$ cat config.mk
export PLATFORM = sky130hd
export DESIGN_NAME = gpio_change_tx
export DESIGN_NICKNAME = d
export VERILOG_FILES = /design/src/rtl/gpio_change_tx.sv
export SDC_FILE = /design/constraint.sdc
export NUM_CORES = 1
export LEC_CHECK = 0
export ABC_CLOCK_PERIOD_IN_PS = 3270
export BUFFER_PORTS_ARGS = -buffer_cell sky130_fd_sc_hd__buf_2
export CORE_MARGIN = 4
export CORE_UTILIZATION = 28
export CTS_BUF_LIST = sky130_fd_sc_hd__clkbuf_4 sky130_fd_sc_hd__clkbuf_8
export CTS_CLUSTER_SIZE = 14
export DETAILED_ROUTE_END_ITERATION = 7
export PLACE_DENSITY_LB_ADDON = 0.05
export SKIP_CTS_REPAIR_TIMING = 1
export SLEW_MARGIN = 20
export SYNTH_ARGS = -nofsm -noshare
export SYNTH_HDL_FRONTEND = slang
export SYNTH_SLANG_ARGS = --single-unit
$ cat constraint.sdc
create_clock -name clk -period 3.27 [get_ports clk]
set_input_delay 0.4905 -clock clk [delete_from_list [all_inputs] [get_ports clk]]
set_output_delay 0.4905 -clock clk [all_outputs]
set_load 0.02 [all_outputs]
$ cat src/rtl/gpio_change_tx.sv
// gpio_change_tx: synchronizes a wide GPIO bus and streams it as DW-bit beats on change or on request.
// Defining GPIO_CHANGE_TX_SEQ_EN adds a per-snapshot sequence number output (seq_num).
module gpio_change_tx #(
    parameter int unsigned IWIDTH      = 128,
    parameter int unsigned DW          = 32,
    parameter int unsigned SYNC_STAGES = 2,
    localparam int unsigned NB = (IWIDTH + DW - 1) / DW,
    localparam int unsigned IW = $clog2(NB) + 1
) (
    input  logic              clk,
    input  logic              nreset,
    input  logic [IWIDTH-1:0] gpio_in,
    input  logic              enable,
    input  logic              force_send,
    input  logic              clear_ovf,
    output logic              out_valid,
    input  logic              out_ready,
    output logic [DW-1:0]     out_data,
    output logic [IW-1:0]     out_index,
    output logic              out_last,
    output logic              busy,
    output logic              overflow
`ifdef GPIO_CHANGE_TX_SEQ_EN
    ,
    output logic [7:0]        seq_num
`endif
);

    localparam int unsigned PW = NB * DW;

    typedef enum logic {IDLE, SEND} state_t;

    state_t                               state;
    logic [SYNC_STAGES-1:0][IWIDTH-1:0]   sync_ff;
    logic [IWIDTH-1:0]                    sync;
    logic [IWIDTH-1:0]                    sync_q;
    logic [IWIDTH-1:0]                    last_sent;
    logic [PW-1:0]                        sync_pad;
    logic [PW-1:0]                        snapshot;
    logic                                 pending;
    logic                                 capture;
    logic                                 handshake;
    logic                                 last_beat;
    logic                                 sync_change;
    logic                                 ovf_set;
    logic [IW-1:0]                        next_index;

    function automatic logic [DW-1:0] beat_at(input logic [PW-1:0] v, input logic [IW-1:0] idx);
        beat_at = '0;
        for (int unsigned b = 0; b < NB; b++) begin
            if (idx == IW'(b)) beat_at = v[b*DW +: DW];
        end
    endfunction

    always_ff @(posedge clk or negedge nreset) begin
        if (!nreset) begin
            sync_ff <= '0;
            sync_q  <= '0;
        end else begin
            sync_ff <= {sync_ff[SYNC_STAGES-2:0], gpio_in};
            sync_q  <= sync;
        end
    end

    assign sync        = sync_ff[SYNC_STAGES-1];
    // Zero-extend so the top beat reads 0 above IWIDTH.
    assign sync_pad    = PW'(sync);
    assign capture     = (state == IDLE) && enable && ((sync != last_sent) || force_send);
    assign handshake   = out_valid && out_ready;
    assign last_beat   = (out_index == IW'(NB - 1));
    assign next_index  = out_index + 1'b1;
    assign sync_change = (sync != sync_q);
    assign ovf_set     = (state == SEND) && sync_change && pending;
    assign busy        = (state == SEND);

    always_ff @(posedge clk or negedge nreset) begin
        if (!nreset) begin
            state     <= IDLE;
            snapshot  <= '0;
            last_sent <= '0;
            pending   <= 1'b0;
            overflow  <= 1'b0;
            out_valid <= 1'b0;
            out_data  <= '0;
            out_index <= '0;
            out_last  <= 1'b0;
        end else begin
            if (ovf_set) begin
                overflow <= 1'b1;
            end else if (clear_ovf) begin
                overflow <= 1'b0;
            end

            case (state)
                IDLE: begin
                    if (capture) begin
                        snapshot  <= sync_pad;
                        last_sent <= sync;
                        pending   <= 1'b0;
                        out_index <= '0;
                        out_data  <= sync_pad[DW-1:0];
                        out_last  <= (NB == 1);
                        out_valid <= 1'b1;
                        state     <= SEND;
                    end
                end
                SEND: begin
                    if (sync_change) pending <= 1'b1;
                    if (handshake) begin
                        if (last_beat) begin
                            out_valid <= 1'b0;
                            out_last  <= 1'b0;
                            state     <= IDLE;
                        end else begin
                            out_index <= next_index;
                            out_data  <= beat_at(snapshot, next_index);
                            out_last  <= (next_index == IW'(NB - 1));
                        end
                    end
                end
                default: state <= IDLE;
            endcase
        end
    end

`ifdef GPIO_CHANGE_TX_SEQ_EN
    logic seq_started;

    // The first capture after reset keeps 0; later captures advance the count.
    always_ff @(posedge clk or negedge nreset) begin
        if (!nreset) begin
            seq_num     <= '0;
            seq_started <= 1'b0;
        end else if (capture) begin
            if (seq_started) seq_num <= seq_num + 8'd1;
            seq_started <= 1'b1;
        end
    end
`endif

endmodule

==> results of run 1 <==
[worst min-delay path by stage]
stage / start / end / slack (ns) / cells after the start
after floorplan: nreset / busy / 0.19 / 0
after global placement: sync_ff[17] / sync[17] / 0.33 / 0
after detailed placement: sync_ff[32] / sync[32] / 0.33 / 0
after CTS: nreset / snapshot[27] / -0.21 / 1
after global routing: out_ready / busy / 0.12 / 3
final: out_ready / busy / 0.17 / 3
[cell families (layout without fill, tap and decap cells)]
logic type	Yosys count	count (layout)	share of synthesized area (%)
adder cells (fa/ha/maj)	6	6	0.372
AND/OR/NAND/NOR	147	147	4.18
multiplexers	128	128	7.01
XOR/XNOR	189	189	8.21
flip-flops	552	552	68.5
other	0	3	0
buffers and inverters	139	670	3.18
AO/OA/AOI/OAI	231	231	8.53
[worst max-delay path, cell delays in order (launching register included)]
cell and delay (ns):
dfrtp_1 0.47, xnor2_1 0.40, nand4_1 0.21, nor4_1 0.27, buf_4 0.16, nand3_1 0.15
nor4_4 0.44, a21oi_4 0.17, buf_4 0.29, a221o_1 0.38
[sequential cells by signal (all words and copies together) (netlist names)]
register,count
snapshot,128
sync,128
sync_ff,128
sync_q,128
out_data,32
out_index,3
busy,1
out_last,1
out_valid,1
overflow,1
pending,1
[synth_stat cells (2+ instances only)]
| cell | n | share of area [%] |
|---|---|---|
| a2111o_1 | 3 | 0.17 |
| a2111oi_0 | 2 | 0.087 |
| a21o_1 | 2 | 0.074 |
| a221o_1 | 32 | 1.6 |
| a221oi_1 | 36 | 1.6 |
| a22o_1 | 32 | 1.4 |
| a22oi_1 | 2 | 0.074 |
| and2_1 | 3 | 0.093 |
| and4_1 | 2 | 0.087 |
| buf_2 | 5 | 0.12 |
| buf_6 | 15 | 0.84 |
| clkbuf_1 | 29 | 0.54 |
| dfrtp_1 | 552 | 69 |
| ha_1 | 6 | 0.37 |
| inv_1 | 89 | 1.7 |
| mux2_2 | 106 | 5.9 |
| mux2i_1 | 22 | 1.1 |
| nand2_1 | 33 | 0.61 |
| nand2b_1 | 12 | 0.37 |
| nand3_1 | 4 | 0.099 |
| nand4_1 | 34 | 1.1 |
| nor2_1 | 4 | 0.074 |
| nor2b_1 | 12 | 0.37 |
| nor3_1 | 2 | 0.050 |
| nor4_1 | 38 | 1.2 |
| o2111ai_1 | 4 | 0.17 |
| o21ai_0 | 57 | 1.4 |
| o22ai_1 | 51 | 1.6 |
| o32ai_1 | 2 | 0.087 |
| xnor2_1 | 100 | 4.3 |
| xor2_1 | 89 | 3.9 |
[cell type report]
type,count,area [um^2],share of cell area [%]
diodes,3,7.51,0.0283
flip-flops and latches,552,13800,52.2
inverters,89,334,1.26
well taps,950,1190,4.49
repair buffers,402,3120,11.8
multi-input cells,701,5740,21.7
clock inverters,14,185,0.699
clock buffers,165,2090,7.89
[cell usage in the layout (no fill, tap or decap), types with 34 or more instances in the layout]
| cell | n |
|---|---|
| a221oi_1 | 36 |
| buf_2 | 171 |
| buf_4 | 84 |
| clkbuf_8 | 136 |
| dfrtp_1 | 552 |
| dlygate4sd3_1 | 130 |
| inv_1 | 89 |
| mux2_2 | 106 |
| nand4_1 | 34 |
| nor4_1 | 37 |
| o21ai_0 | 57 |
| o22ai_1 | 51 |
| xnor2_1 | 100 |
| xor2_1 | 89 |
[power by group]
part	total, mW	internal, mW	switching [mW]
Sequential	9.55	8.12	1.43
Combinational	6.30	2.82	3.47
Clock	7.24	4.33	2.91
Total	23.1	15.3	7.81
[layer usage]
layer	wire [um]	GRT usage [%]	up-vias
met5	23	0	-
met1	32600	25.8	6862
met2	32100	28.2	356
met3	3660	4.31	115
met4	1910	4.91	4
li1	-	-	5839
==> results.ini, run 1 <==
[sta]
fin_worst_skew_ns=0.0405
tns_ns=0
post-route-period-util_pct=94.6
fin_crit_ns=3.09
finalMaxSlewViolations=0
hold_viol=0
max_freq_mhz=323
finalSetupViolCount=0
worst_slew_pin_slew_ns=0.764
rsz0062_at_grt=no
fin_ws_ns=0.176
relSlewSlack_pct=48.6
holdWs_ns=0.170

[drt]
wirelength_mm=70.4
avgViaCountPerCell=4.58
vias=13200
drc_errors=0
firstDrtPassIters=5
antenna_left=0
wl_per_cell_um=24.5
drtIter0Drc=982

[setup_path]
cp.required_ns=3.82
rrSetupSlack_ns=0.18
cp_data_arrival_time_ns=3.64
crit_start=snapshot[54]
crit_path_start_kind=flip-flop
setup.worst_path.end=out_data[29]
endpoint_kind=flip-flop
r2r_end=out_data[29]
r2r-start=snapshot[54]
worst-r2r-cell-count=9
crit_path_max_fanout=26
critPathKind=reg2reg

[finish]
final_cells=2876
design_area_um2=26500
layout-drive-gt1-share_pct=29.2
utilization_pct=37.0
syn2layout_area_growth_pct=31.4
fin_nets=1986
fillers=6905

[power_and_ir_drop]
power_density_nw_per_um2=872
leakagePower_nw=11.7
ir_worst_vdd_v=0.000599
finalPower_mw=23.1

[placed_design]
dp_slack_ns=0.236
io_buffers=172
placedInstanceArea_um2=22900
gp_congestion=0.860
hpwl_mm=50.2
placed_cells=2564

[grt]
antenna_found_initial=4
grt_pass1_vias=13800
track_usage_pct=18.2
grt_pass1_wl_mm=101
grt_max_degree=75
grt_overflow=0

[synth]
avgSynthCellArea_um2=14.5
synth-edff-count=0
synthesis.nets=1532
ys_ff_latch=552
yosys_warnings=0
syn-instance-count=1392
synth_flop_cell=dfrtp_1
synth_async_sr_flop_share_pct=100
synth_cell_type_count=43
ys_seq_area_share_pct=68.5
netlist_area_um2=20200

[job]
cap_viol_max_count=0

[die]
row_count=98
die-area_um2=76400
core_um2=71500
die_width_um=276
initial_utilization_pct=28.2
ioPinCount=173
die_h_um=276

[clocking]
clock_latency_ns=0.70
cts_buffers=100
path_clk_slew_ns=0.06
cts-root-buf=clkbuf_8
cts_sinks=552
clock_path_buffers=3
htree_levels=3
cts_tree=done

[outcome]
status=completed

[hold_path]
hold_class=in2reg

Note: power is estimated with default switching activity, not from simulation.
==> run 2, diff against run 1 <==
- CTS_BUF_LIST: sky130_fd_sc_hd__clkbuf_4 sky130_fd_sc_hd__clkbuf_8 -> default
==> results.ini, run 2 (same netlist as run 1, synthesis figures left out) <==
[placed_design]
io_buffers=172
hpwl_mm=50.2
gp_congestion=0.860

[setup_path]
endpoint_kind=flip-flop
crit_path_start_kind=flip-flop
critPathKind=reg2reg
slowest_stage=dfrtp_1
cp_data_arrival_time_ns=3.54
crit_path_max_fanout=26
crit_top_cell=buf_4
crit_path_cell_trace=xnor2_1 > nand4_1 > nor4_1 > buf_4 > nand3_1 > nor4_4 > a21oi_4 > buf_4 > a221o_1
worst_path_largest_cell_delay_ns=0.47
cp.required_ns=3.75

[die]
die-area_um2=76400
core_um2=71500
row_count=98
initial_utilization_pct=28.2
ioPinCount=173
die_h_um=276
die_width_um=276

[grt]
grt_pass1_vias=13600
track_usage_pct=18.2
grt_max_degree=75
grt_pass1_wl_mm=100
grt_overflow=0
antenna_found_initial=4

[finish]
syn2layout_area_growth_pct=31.1
layout-drive-gt1-share_pct=26.2
insertedDiodeCount=0
layout_commonest_cell=dfrtp_1
fin_nets=1949
final_cell_mix=dfrtp_1, buf_2, dlygate4sd3_1, mux2_2, xnor2_1

[clocking]
cts_tree=done
clock_latency_ns=0.60
cts-root-buf=clkbuf_16
clock_path_buffers=3
cts_buffers=68
path_clk_slew_ns=0.06
cts_sinks=552
htree_levels=3

[drt]
wirelength_mm=69.7
wl_per_cell_um=24.8
vias=12900
antenna_left=0
firstDrtPassIters=5
drtIter0Drc=1018
drc_errors=0
avgViaCountPerCell=4.60

[sta]
holdWs_ns=0.0209
fin_worst_skew_ns=0.0200
hold_viol=0
max_freq_mhz=327
fin_crit_ns=3.06
rsz0062_at_grt=no
tns_ns=0
finalSetupViolCount=0
post-route-period-util_pct=93.6
relSlewSlack_pct=51.4
finalMaxSlewViolations=0
worst_slew_pin_slew_ns=0.721

[job]
cap_viol_max_count=0

[power_and_ir_drop]
pwr-share-comb_pct=26.7
leakagePower_nw=11.6
intPower_mw=15.6
switching_share_pct=33.4
p_switching_mw=7.83
power_density_nw_per_um2=888
ir_worst_vdd_v=0.000586
pwr-share-seq_pct=40.7
clkPwrFrac_pct=32.6

[hold_path]
hold_class=in2reg

[outcome]
status=completed

run 2: final timing paths:
path / from / to / slack [ns] / cells after the start
worst min register to register: sync_ff[5] / sync[5] / 0.34 / 0
worst max register to register: snapshot[54] / out_data[25] / 0.21 / 9
worst max-delay path: snapshot[54] / out_data[25] / 0.21 / 9
min in group asynchronous: nreset / sync_ff[1] / 0.49 / 2
worst min-delay path: gpio_in[57] / sync_ff[57] / 0.02 / 1
max in group asynchronous: nreset / snapshot[69] / 1.84 / 3
run 2: cell type report:
type	instances	area, um^2
clock buffer	101	1990
clock inverter	22	297
fill	6882	45100
inverter	89	334
multi-input combinational	701	5740
sequential	552	13800
tap	950	1190
timing repair buffer	397	3070
run 2: routing by layer:
metal	up-vias	global-route usage, %	share of wire (%)
met5	-	0	0.039
li1	5756	-	-
met2	328	28.1	46
met1	6758	26.1	47
met3	89	3.40	4.8
met4	4	5.50	2.5
run 2: worst max-delay path, delay by kind of cell, from the launching register on:
kind | cells | cell delay [ns]
flip-flops | 1 | 0.47
buffers and inverters | 2 | 0.45
AO/OA/AOI/OAI | 2 | 0.55
AND/OR/NAND/NOR | 4 | 1.07
XOR/XNOR | 1 | 0.38
run 2: power groups by stage:
stage	Sequential (mW)	Combinational, mW	Clock, mW
floorplan	9.31	3.45	0
global placement	9.66	6.16	0
detailed placement	9.68	6.20	0
CTS	9.57	6.24	7.92
global route	9.72	6.76	8.22
finish	9.55	6.27	7.65
run 2: per-stage QoR:
stage / util, % / instances / instance area (um^2) / setup WS, ns / total power, mW
after global placement: 32.0 / 2564 / 22900 / 0.223 / 15.8
after detailed placement: 32.0 / 2564 / 22900 / 0.236 / 15.9
after floorplan: - / 1392 / 20200 / 0.675 / 12.8
after CTS: 35.2 / 2687 / 25200 / 0.221 / 23.7
final: 37.0 / 2812 / 26400 / 0.209 / 23.5
after global routing: 37.0 / 2812 / 26400 / 0.0360 / 24.7
